`config.mk`:
```
export PLATFORM = sky130hd
export DESIGN_NAME = apb_mem_requester
export DESIGN_NICKNAME = d
export VERILOG_FILES = /design/src/rtl/apb_mem_pkg.sv /design/src/rtl/apb_timeout_cnt.sv /design/src/rtl/apb_mem_requester.sv
export SDC_FILE = /design/constraint.sdc
export NUM_CORES = 1
export LEC_CHECK = 0
export CORE_ASPECT_RATIO = 1.1
export CORE_MARGIN = 3
export CORE_UTILIZATION = 42
export DETAILED_ROUTE_END_ITERATION = 6
export PLACE_DENSITY = 0.8
export REMOVE_ABC_BUFFERS = 1
export SYNTH_ARGS = -nofsm -noshare
export SYNTH_HDL_FRONTEND = slang
export SYNTH_SLANG_ARGS = --single-unit
```
`constraint.sdc`:
```
create_clock -name clk_i -period 1.55 [get_ports clk_i]
set_input_delay 0.155 -clock clk_i [delete_from_list [all_inputs] [get_ports clk_i]]
set_output_delay 0.155 -clock clk_i [all_outputs]
set_load 0.02 [all_outputs]
```
`src/rtl/apb_mem_pkg.sv`:
```
// Shared definitions for the apb_memory requester: FSM encoding and default geometry.
package apb_mem_pkg;

   localparam int unsigned DefAddrWidth = 7;
   localparam int unsigned DefDataWidth = 32;
   localparam int unsigned DefTimeout   = 16;

   typedef enum logic [2:0] {
      StInit,
      StIdle,
      StSetup,
      StAccess,
      StResp
   } state_e;

endpackage

```
`src/rtl/apb_timeout_cnt.sv`:
```
// Clearable 8-bit up-counter; tc_o is a registered flag raised the cycle after the
// count reaches TIMEOUT-1, so an access gives up after TIMEOUT+1 ACCESS cycles.
module apb_timeout_cnt #(
   parameter int unsigned TIMEOUT = 16
) (
   input  logic clk_i,
   input  logic rst_i,
   input  logic clr_i,
   input  logic en_i,
   output logic tc_o
);

   logic [7:0] cnt_q, cnt_d;
   logic       tc_q, tc_d;

   always_comb begin
      cnt_d = cnt_q;
      tc_d  = tc_q;
      if (clr_i) begin
         cnt_d = '0;
         tc_d  = 1'b0;
      end else if (en_i) begin
         cnt_d = cnt_q + 8'd1;
         tc_d  = (cnt_q == 8'(TIMEOUT - 1));
      end
   end

   always_ff @(posedge clk_i or negedge rst_i) begin
      if (!rst_i) begin
         cnt_q <= '0;
         tc_q  <= 1'b0;
      end else begin
         cnt_q <= cnt_d;
         tc_q  <= tc_d;
      end
   end

   assign tc_o = tc_q;

endmodule

```
`src/rtl/apb_mem_requester.sv`:
```
// Requester stage for apb_memory: turns valid/ready commands into SETUP/ACCESS transfers,
// issues the post-reset memory clear and converts stalled accesses into error responses.
module apb_mem_requester
   import apb_mem_pkg::*;
#(
   parameter int unsigned ADDR_WIDTH = DefAddrWidth,
   parameter int unsigned DATA_WIDTH = DefDataWidth,
   parameter int unsigned TIMEOUT    = DefTimeout
) (
   input  logic                  clk_i,
   input  logic                  rst_i,
   input  logic                  cmd_valid_i,
   output logic                  cmd_ready_o,
   input  logic                  cmd_wr_i,
   input  logic [ADDR_WIDTH-1:0] cmd_addr_i,
   input  logic [DATA_WIDTH-1:0] cmd_wdata_i,
   output logic                  rsp_valid_o,
   input  logic                  rsp_ready_i,
   output logic [DATA_WIDTH-1:0] rsp_rdata_o,
   output logic                  rsp_err_o,
   output logic                  mem_sel_o,
   output logic                  mem_rst_o,
   output logic                  mem_valid_o,
   output logic                  mem_wr_rd_o,
   output logic [ADDR_WIDTH-1:0] mem_addr_o,
   output logic [DATA_WIDTH-1:0] mem_wdata_o,
   input  logic [DATA_WIDTH-1:0] mem_rdata_i,
   input  logic                  mem_ready_i
);

   state_e                state_q, state_d;
   logic                  init_done_q, init_done_d;
   logic                  cmd_ready_q, cmd_ready_d;
   logic                  rsp_valid_q, rsp_valid_d;
   logic [DATA_WIDTH-1:0] rsp_rdata_q, rsp_rdata_d;
   logic                  rsp_err_q, rsp_err_d;
   logic                  mem_sel_q, mem_sel_d;
   logic                  mem_rst_q, mem_rst_d;
   logic                  mem_valid_q, mem_valid_d;
   logic                  mem_wr_rd_q, mem_wr_rd_d;
   logic [ADDR_WIDTH-1:0] mem_addr_q, mem_addr_d;
   logic [DATA_WIDTH-1:0] mem_wdata_q, mem_wdata_d;
   logic                  cnt_clr, cnt_en, cnt_tc;

   apb_timeout_cnt #(
      .TIMEOUT (TIMEOUT)
   ) u_timeout_cnt (
      .clk_i (clk_i),
      .rst_i (rst_i),
      .clr_i (cnt_clr),
      .en_i  (cnt_en),
      .tc_o  (cnt_tc)
   );

   // Output registers are loaded with the values belonging to the state being entered.
   always_comb begin
      state_d     = state_q;
      init_done_d = init_done_q;
      cmd_ready_d = 1'b0;
      rsp_valid_d = 1'b0;
      rsp_rdata_d = '0;
      rsp_err_d   = 1'b0;
      mem_sel_d   = 1'b0;
      mem_rst_d   = 1'b0;
      mem_valid_d = 1'b0;
      mem_wr_rd_d = 1'b0;
      mem_addr_d  = '0;
      mem_wdata_d = '0;
      cnt_clr     = 1'b0;
      cnt_en      = 1'b0;

      unique case (state_q)
         StInit: begin
            // First edge after reset drives the clear, the second moves on to IDLE.
            if (!init_done_q) begin
               init_done_d = 1'b1;
               mem_sel_d   = 1'b1;
               mem_rst_d   = 1'b1;
            end else begin
               state_d     = StIdle;
               cmd_ready_d = 1'b1;
            end
         end
         StIdle: begin
            cmd_ready_d = 1'b1;
            if (cmd_valid_i && cmd_ready_q) begin
               state_d     = StSetup;
               cmd_ready_d = 1'b0;
               mem_sel_d   = 1'b1;
               mem_wr_rd_d = cmd_wr_i;
               mem_addr_d  = cmd_addr_i;
               mem_wdata_d = cmd_wdata_i;
            end
         end
         StSetup: begin
            state_d     = StAccess;
            cnt_clr     = 1'b1;
            mem_sel_d   = 1'b1;
            mem_valid_d = 1'b1;
            mem_wr_rd_d = mem_wr_rd_q;
            mem_addr_d  = mem_addr_q;
            mem_wdata_d = mem_wdata_q;
         end
         StAccess: begin
            cnt_en = 1'b1;
            if (mem_ready_i) begin
               state_d     = StResp;
               rsp_valid_d = 1'b1;
               rsp_rdata_d = mem_wr_rd_q ? '0 : mem_rdata_i;
            end else if (cnt_tc) begin
               state_d     = StResp;
               rsp_valid_d = 1'b1;
               rsp_err_d   = 1'b1;
            end else begin
               mem_sel_d   = 1'b1;
               mem_valid_d = 1'b1;
               mem_wr_rd_d = mem_wr_rd_q;
               mem_addr_d  = mem_addr_q;
               mem_wdata_d = mem_wdata_q;
            end
         end
         StResp: begin
            if (rsp_ready_i) begin
               state_d     = StIdle;
               cmd_ready_d = 1'b1;
            end else begin
               rsp_valid_d = 1'b1;
               rsp_rdata_d = rsp_rdata_q;
               rsp_err_d   = rsp_err_q;
            end
         end
         default: state_d = StInit;
      endcase
   end

   always_ff @(posedge clk_i or negedge rst_i) begin
      if (!rst_i) begin
         state_q     <= StInit;
         init_done_q <= 1'b0;
         cmd_ready_q <= 1'b0;
         rsp_valid_q <= 1'b0;
         rsp_rdata_q <= '0;
         rsp_err_q   <= 1'b0;
         mem_sel_q   <= 1'b0;
         mem_rst_q   <= 1'b0;
         mem_valid_q <= 1'b0;
         mem_wr_rd_q <= 1'b0;
         mem_addr_q  <= '0;
         mem_wdata_q <= '0;
      end else begin
         state_q     <= state_d;
         init_done_q <= init_done_d;
         cmd_ready_q <= cmd_ready_d;
         rsp_valid_q <= rsp_valid_d;
         rsp_rdata_q <= rsp_rdata_d;
         rsp_err_q   <= rsp_err_d;
         mem_sel_q   <= mem_sel_d;
         mem_rst_q   <= mem_rst_d;
         mem_valid_q <= mem_valid_d;
         mem_wr_rd_q <= mem_wr_rd_d;
         mem_addr_q  <= mem_addr_d;
         mem_wdata_q <= mem_wdata_d;
      end
   end

   assign cmd_ready_o = cmd_ready_q;
   assign rsp_valid_o = rsp_valid_q;
   assign rsp_rdata_o = rsp_rdata_q;
   assign rsp_err_o   = rsp_err_q;
   assign mem_sel_o   = mem_sel_q;
   assign mem_rst_o   = mem_rst_q;
   assign mem_valid_o = mem_valid_q;
   assign mem_wr_rd_o = mem_wr_rd_q;
   assign mem_addr_o  = mem_addr_q;
   assign mem_wdata_o = mem_wdata_q;

endmodule
```
==> impl_metrics.py <==
metrics = {
    "status": {
        "outcome": "finished, final reports clean",
    },
    "clock_network": {
        "h-tree-depth": 3,
        "clock_latency_ps": 360,
        "clock-root-buffer": "clkbuf_8",
        "clock_sinks": 91,
        "clk_path_buf_depth": 2,
        "clk_pin_slew_ps": 100,
        "cts_tree": "built",
        "postCtsSetupBuffers": 0,
        "numCtsBuffers": 9,
    },
    "synth": {
        "synth_cell_type_count": 37,
        "synth_edf_count": 0,
        "synth_top_area_frac": 0.6526,
        "synth_area_leader_cell": "dfrtp_1",
        "ys_seq_area_frac": 0.6526,
        "synthArstFlopShare": 1.000,
        "netlist_area_sq_um": 3490,
        "synthFlopType": "dfrtp_1",
        "synthCells": 248,
        "syn_avg_cell_area_sq_um": 14.07,
        "synthTopCellsByArea": "dfrtp_1, a22o_1, buf_2, buf_6, mux2i_1",
        "ys_ff_latch": 91,
        "ys.warnings.count": 0,
    },
    "critical_path": {
        "cp-end-kind": "output port",
        "critPathCapture": "mem_addr_o[3]",
        "r2r-start": "state_q[2]$_DFFE_PN0P_",
        "critPathKind": "flop to output port",
        "cp-start-kind": "flop",
        "path_cells": "clkdlybuf4s50_1",
        "reg2reg_to": "u_timeout_cnt.cnt_q[6]$_DFFE_PN0N_",
        "r2r_cells": 3,
        "crit_slowest_cell": "clkdlybuf4s50_1",
        "cp.depth": 1,
        "crit_family": "buffers and inverters",
        "arrival_ps": 1360,
        "startpoint": "mem_addr_o[3]$_DFFE_PN0P_",
        "required_ps": 1390,
        "rrSetupSlack_ps": 70,
        "slowest_delay_ps": 620,
        "crit_buf_inv": 1,
        "path_max_fanout": 2,
    },
    "sta": {
        "rsz0062_at_grt": "false",
        "fin_crit_ps": 1516,
        "setup_viol": 0,
        "max_slew_margin": 0.7788,
        "finalMaxSlewViolations": 0,
        "post-route-period-util": 0.9778,
        "worst_pin_slew_ps": 331.8,
        "fmax_mhz": 659.8,
        "final_hold_viol_count": 0,
        "worst_clock_skew_ps": 8.967,
    },
    "grt": {
        "overflow": 0,
        "grt_use_total": 0.1989,
        "antenna_found_initial": 0,
        "grt_max_degree": 45,
        "grt_pass1_vias": 2906,
        "grt_pass1_wl_mm": 14.68,
    },
    "placed_design": {
        "post-dp-hpwl_mm": 6.599,
        "port_buffers": 154,
        "gp_congestion": 0.8164,
    },
    "final_layout": {
        "syn_to_final_growth_pct": 58.05,
        "insertedDiodeCount": 0,
        "final_util": 0.6896,
        "drive_gt1_frac": 0.1124,
        "n_fill_cell": 611,
        "multi_input_area_sq_um": 1109,
        "seq_area_sq_um": 2278,
        "fin_nets": 491,
    },
    "floorplan": {
        "die_width_um": 92.91,
        "dieArea_sq_um": 9440,
        "die_y_um": 101.6,
        "core_sq_um": 7998,
        "start_util": 0.4363,
        "pin_count": 155,
        "rows": 34,
    },
    "pwr": {
        "ir_drop_uv": 761.5,
        "p_leak_uw": 0.002659,
        "comb_power_share": 0.371,
        "seq_power_share": 0.415,
        "p_sw_uw": 2611,
        "p_int_uw": 5081,
        "power_density_nw_per_um2": 1395,
        "netSwitchingFraction": 0.3394,
        "clkPwrFrac": 0.214,
        "finalPower_uw": 7692,
    },
    "routing": {
        "vias": 2786,
        "drt-wirelength-per-cell_um": 17.21,
        "drt_iter0_drc": 85,
        "drt_pre_antenna_iters": 4,
        "drt.antenna.violating_nets": 0,
        "vias_per_cell": 5.297,
        "drt_wl_total_mm": 9.050,
        "drc": 0,
    },
    "hold_path": {
        "hold_class": "input port to asynchronous set/reset pin",
    },
    "flow_run": {
        "maxCapViolCount": 0,
    },
}
## synthesized netlist by cell type, drive strengths merged, types with 2 or more instances
cell / number
or3b: 3
nand2: 8
nor3b: 2
dfrtp: 91
o211ai: 2
mux2i: 3
nand3b: 2
buf: 18
nor3: 3
or2: 3
o311ai: 2
nand2b: 2
a21oi: 2
nor2: 6
mux2: 2
o21ai: 5
a22o: 75
nand3: 4
o21bai: 2
## cell type report
type	count	share of cell area
timing repair buffer	173	0.3224
multi-input combinational	137	0.2010
clock inverter	6	0.01338
clock buffer	10	0.02495
inverter	1	0.0006806
tap	108	0.02450
sequential	91	0.4131
## what timing repair did
action / in CTS / in global routing
resized for setup: 4 / 16
hold endpoints to repair: 32 / 0
hold buffers: 1 / 0
setup endpoints to repair: 4 / 17
## through the flow
stage / setup WS [ps] / instances / hold slack [ps] / TNS (ps) / area (sq um)
final: 34.37 / 526 / 234.9 / 0 / 5515
after global routing: 0.1794 / 526 / 257.6 / 0 / 5515
after CTS: 6.613 / 526 / 219.9 / 0 / 5474
after detailed placement: -30.80 / 509 / 78.66 / -35.72 / 5254
after global placement: 43.44 / 509 / 75.16 / 0 / 5254
after floorplan: -943.4 / 229 / -140.6 / -61270 / 3366
## logic make-up after synthesis
kind of cell,share of synthesized area
compound gates,0.2227
buf+inv,0.03657
simple gates,0.06956
flops,0.6526
mux,0.01506
fa+ha+maj,0.003585
## power by group through the flow
stage / clock network, uW / logic (uW) / registers, uW
after floorplan: 0 / 870 / 3660
after global placement: 0 / 2810 / 3210
after detailed placement: 0 / 2900 / 3220
after CTS: 1700 / 2890 / 3190
after global routing: 1790 / 3060 / 3260
final: 1650 / 2850 / 3190
## registers in the layout, summed over array words and instances, names as in the netlist, 3 cells and up
register / flops
state_q: 3
rsp_rdata_o: 32
mem_wdata_o: 32
mem_addr_o: 7
u_timeout_cnt.cnt_q: 8
## placed cells by master (no fill, tap or decap), drive strengths merged
cell type      Yosys  final
inv                1      2
o21bai             2      2
mux2               2      2
or3b               3      3
mux2i              3      3
dlymetal6s2s       0     14
buf               18     19
o41ai              1      1
clkinvlp           0      2
or2                3      3
dlygate4sd2        0      3
o21ai              5      5
ha                 1      1
clkinv             0      2
clkbuf             1     10
nand3b             2      2
or4                1      1
nand4              1      1
bufinv             0      1
clkdlybuf4s50      0    136
nand3              4      4
nand2b             2      2
o311ai             2      2
nor4b              1      1
nand2              8      8
a311o              1      1
or3                1      1
a21oi              2      2
o211ai             2      2
nor2               6      6
dfrtp             91     91
nor3b              2      2
nor3               3      3
a22o              75     75
a211oi             1      1
nor4               1      1
nand4b             1      1
a21o               1      1
dlygate4sd3        0      1
## routing by layer
layer  GRT usage  vias to the layer above  routed length [um]  part of all wire
met2      0.3191                      115                4438              0.49
li1            -                     1272                   -                 -
met5           0                        -                   0                 0
met1      0.2543                     1383                3714              0.41
met3     0.06092                       16                 706             0.078
met4     0.07892                        0                 191             0.021
## how the worst min path moves through the flow
stage,depth (start not counted),slack [ps],end,startpoint
finish,2,230,rsp_rdata_o[29]$_DFFE_PN0N_,rst_i
global route,2,260,rsp_rdata_o[29]$_DFFE_PN0N_,rst_i
CTS,2,220,rsp_rdata_o[29]$_DFFE_PN0N_,rst_i
detailed placement,1,80,rsp_rdata_o[26]$_DFFE_PN0N_,rst_i
global placement,1,80,rsp_rdata_o[14]$_DFFE_PN0N_,rst_i
floorplan,0,-140,cmd_ready_o$_DFF_PN0_,rst_i
No activity file was read; power rests on OpenSTA's default activity.
